<file path="src/rtl/syscall_unit.sv">
// syscall_unit: syscall handler FSM for print (v0=1) and exit (v0=10) services
//   clk           in   system clock, rising edge
//   rst           in   asynchronous active-high reset
//   SyscallSrc    in   syscall decoded in the decode stage
//   v0, a0, pc    in   service code, service argument, syscall address
//   resume        in   pulse that releases a halt
//   disp_ready    in   display sink accepts disp_data
//   stall         out  freeze PC and decode (combinational)
//   halt          out  CPU halted
//   disp_valid    out  disp_data valid
//   disp_data     out  value to display
//   halt_pc       out  pc of the halting syscall
//   syscall_count out  number of accepted syscalls
module syscall_unit (
   input  logic        clk,
   input  logic        rst,
   input  logic        SyscallSrc,
   input  logic [31:0] v0,
   input  logic [31:0] a0,
   input  logic [31:0] pc,
   input  logic        resume,
   input  logic        disp_ready,
   output logic        stall,
   output logic        halt,
   output logic        disp_valid,
   output logic [31:0] disp_data,
   output logic [31:0] halt_pc,
   output logic [15:0] syscall_count
);
   typedef enum logic [1:0] {IDLE, PRINT, HALTED, RELEASE} state_t;
   state_t      state_q, state_d;
   logic        halt_q, halt_d, valid_q, valid_d, accept, is_print, is_exit;
   logic [31:0] data_q, data_d, hpc_q, hpc_d;
   logic [15:0] cnt_q, cnt_d;
   always_ff @(posedge clk or posedge rst)
      if (rst) begin
         state_q <= IDLE;
         halt_q  <= 1'b0;
         valid_q <= 1'b0;
         data_q  <= '0;
         hpc_q   <= '0;
         cnt_q   <= '0;
      end else begin
         state_q <= state_d;
         halt_q  <= halt_d;
         valid_q <= valid_d;
         data_q  <= data_d;
         hpc_q   <= hpc_d;
         cnt_q   <= cnt_d;
      end
   always_comb begin
      state_d = state_q;
      case (state_q)
         IDLE:    state_d = is_print ? PRINT : is_exit ? HALTED : IDLE;
         PRINT:   state_d = disp_ready ? RELEASE : PRINT;
         HALTED:  state_d = resume ? RELEASE : HALTED;
         default: state_d = IDLE;
      endcase
   end
   always_comb begin
      accept   = (state_q == IDLE) && SyscallSrc;
      is_print = accept && (v0 == 32'd1);
      is_exit  = accept && (v0 == 32'd10);
      stall    = is_print || is_exit || (state_q == PRINT) || (state_q == HALTED);
      halt_d   = state_d == HALTED;
      valid_d  = state_d == PRINT;
      data_d   = is_print ? a0 : data_q;
      hpc_d    = is_exit ? pc : hpc_q;
      cnt_d    = cnt_q + {15'd0, accept};
   end
   assign halt          = halt_q;
   assign disp_valid    = valid_q;
   assign disp_data     = data_q;
   assign halt_pc       = hpc_q;
   assign syscall_count = cnt_q;
endmodule

</file>
<file path="config.mk">
export PLATFORM = sky130hd
export DESIGN_NAME = syscall_unit
export DESIGN_NICKNAME = d
export VERILOG_FILES = /design/src/rtl/syscall_unit.sv
export SDC_FILE = /design/constraint.sdc
export NUM_CORES = 1
export LEC_CHECK = 0
export CAP_MARGIN = 20
export CORE_AREA = 5 5 117 119
export DETAILED_ROUTE_END_ITERATION = 6
export DIE_AREA = 0 0 122 124
export HOLD_SLACK_MARGIN = 0.03
export PLACE_DENSITY = 0.67
export SLEW_MARGIN = 20
export SYNTH_ARGS = -nofsm -noshare
export SYNTH_HDL_FRONTEND = slang
export SYNTH_SLANG_ARGS = --single-unit
</file>
<file path="constraint.sdc">
create_clock -name clk -period 3.4 [get_ports clk]
set_input_delay 0.51 -clock clk [delete_from_list [all_inputs] [get_ports clk]]
set_output_delay 0.51 -clock clk [all_outputs]
set_load 0.005 [all_outputs]
</file>
==> impl_metrics.tcl <==
set metrics [dict create \
    maxClockFrequency_mhz 332.0 \
    tightestPinTransition_ps 674.9 \
    ys_ff_latch 84 \
    cellPowerDensity_nw_per_um2 406.0 \
    num_io_pins 184 \
    synthTopCellsByArea "dfrtp_1 (57%), mux2_4 (24%), buf_12 (3.8%), xnor2_1 (2.6%), mux2_2 (1.8%)" \
    clk_pin_slew_ps 60 \
    clock_path_buffers 2 \
    synthArstFlopShare 1.000 \
    cts_tree "built" \
    reg2regPathDepth 5 \
    cts-hold-fix-buffers 0 \
    cellLeakagePower_nw 2.565 \
    crit_fanout 3 \
    synth_top_cell_by_area "dfrtp_1" \
    place_inst 574 \
    syn_inst 226 \
    yosysSeqAreaShare 0.5716 \
    area_delta_synth_final_pct 59.95 \
    synth.yosys.warnings 0 \
    diodes 0 \
    post_cts_resized 0 \
    period_minus_slack_ps 3012 \
    grt_antenna_before_repair 0 \
    synth_edf_count 0 \
    synth_top_area_frac 0.5716 \
    critical_path_arrival_ps 2500 \
    grt_overflow 0 \
    clkPwrFrac 0.390 \
    finalHoldViolCount 0 \
    drv_slew 0 \
    vias 2543 \
    grt_usage 0.1242 \
    cts-root-buf "clkbuf_16" \
    coreArea_um2 12470 \
    port_buffers 183 \
    grt_setup_unrepaired "no" \
    num-nets-final 516 \
    clock-sinks 84 \
    grt_pass1_vias 2822 \
    timing.setup.tns_ps 0 \
    syn_area_um2 3677 \
    drcViolationCount 0 \
    seqPwrFrac 0.466 \
    final_layout_size_suffix_gt1_frac 0.2115 \
    power_switching_share 0.2294 \
    min_delay_path_depth 1 \
    hold_path.class "reg2reg" \
    via_per_inst 4.325 \
    clk_latency_ps 330 \
    required_ps 2890 \
    rows 41 \
    hpwl_um 7153 \
    synth_common_cells "dfrtp_1 (84), mux2_4 (58), xnor2_1 (11)" \
    die_h_um 124 \
    setup_viol 0 \
    grt_pass1_wl_um 14570 \
    cp-end-kind "output pin" \
    wl_per_cell_um 15.97 \
    wl_um 9389 \
    dieArea_um2 15130 \
    antenna_left 0 \
    intPower_mw 1.840 \
    start_util 0.2950 \
    avgSynthCellArea_um2 16.27 \
    cts_made_buffers 9 \
    p_comb_frac 0.144 \
    clock_skew_ps 6.372 \
    synth_top_flop_cell "dfrtp_1" \
    status "completed" \
    cap_violations 0 \
    fin_cells 588 \
    cts_max_level 3 \
    peakVddDrop_v 0.0001918 \
    p_sw_mw 0.5479 \
    netlist-cell-type-count 32 \
    slew-limit-headroom 0.5495 \
    post_cts_buffers 0 \
    drt_iter0_drc 93 \
    critical_path_class "in2out" \
    drt_pass1_iterations 4 \
    die_w_um 122 \
    synth.most_common_cell "dfrtp_1" \
    gp_congestion 0.7265 \
    synth_nets 329 \
    period_share 0.8858 \
    grt_max_degree 48 \
    critPathLaunchType "input port" \
]
==> worst max-delay path, stage by stage <==
cell	delay [ps]
clkdlybuf4s50_1	400
or4_4	540
nor3_4	160
and4_2	250
or3_2	110
clkdlybuf4s50_1	530
==> sequential cells by signal (all words and copies together) (netlist names) <==
name           count
disp_data         32
state_q            2
syscall_count     16
disp_valid         1
halt               1
halt_pc           32
==> cells by family (layout without fill, tap and decap cells) <==
logic type      count (synthesis)  in the layout  synth area share
compound gates                  5              5          0.009866
xor+xnor                       15             15           0.03572
fa+ha+maj                       2              2          0.006804
buf+inv                        15            205           0.04865
flops                          84             84            0.5716
mux                            64             64            0.2552
simple gates                   41             41           0.07213
==> layout by cell type, fill, tap and decap left out, types with 2 or more instances in the layout <==
master           Yosys  final
dfrtp_1             84     84
nor4_1               5      5
clkinvlp_4           0      2
clkdlybuf4s50_1      0    183
nand4_1              7      7
and3_1               2      2
ha_1                 2      2
mux2_4              58     58
inv_1                5      4
and4_1               3      2
buf_4                0      2
nor2_1               4      4
clkbuf_16            0      9
nand3_1              4      4
xnor2_1             11     11
clkinv_2             0      3
mux2_2               6      6
xor2_1               4      4
nand2_1              6      6
nor3b_1              2      2
==> power by group through the flow <==
stage          logic [mW]  clock network [mW]  registers [mW]
2_1_floorplan       0.112                   0            1.11
3_3_place_gp        0.351                   0            1.13
3_5_place_dp        0.354                   0            1.13
4_1_cts             0.356               0.971            1.11
5_1_grt             0.377                1.02            1.12
6_report            0.344               0.932            1.11
==> layout make-up <==
cell class / count / area [um2]
Clock buffer: 9 / 225.2
Clock inverter: 5 / 55.05
Fill cell: 1148 / 6584
Inverter: 5 / 20.02
Multi-Input combinational cell: 127 / 1398
Sequential cell: 84 / 2102
Tap cell: 172 / 215.2
Timing Repair Buffer: 186 / 1867
==> final timing paths <==
check,from,endpoint,slack (ps)
hold / removal,syscall_count[15],syscall_count[15],470
max in group asynchronous,rst,disp_valid,2140
min in group asynchronous,rst,disp_data[31],580
setup / recovery,v0[11],stall,390
hold reg to reg,syscall_count[15],syscall_count[15],470
setup reg to reg,state_q[1],disp_data[30],1150
==> layer usage <==
layer | wire (um) | up-vias | GRT usage
li1 | - | 1177 | -
met1 | 3767 | 1250 | 0.1457
met2 | 4730 | 105 | 0.2079
met3 | 745 | 11 | 0.04587
met4 | 144 | 0 | 0.04762
met5 | 0 | - | 0
==> per-stage QoR <==
stage,worst slack (ps),hold slack (ps),utilization,area (um2),power [mW]
after floorplan,724.9,467.6,-,3677,1.223
after global placement,368.3,462.9,0.4494,5602,1.478
after detailed placement,354.4,470.1,0.4494,5602,1.484
after CTS,354.4,478.4,0.4718,5882,2.440
after global routing,284.8,497.4,0.4718,5882,2.518
final,388.3,471.6,0.4718,5882,2.388
(Power assumes the default switching activity.)
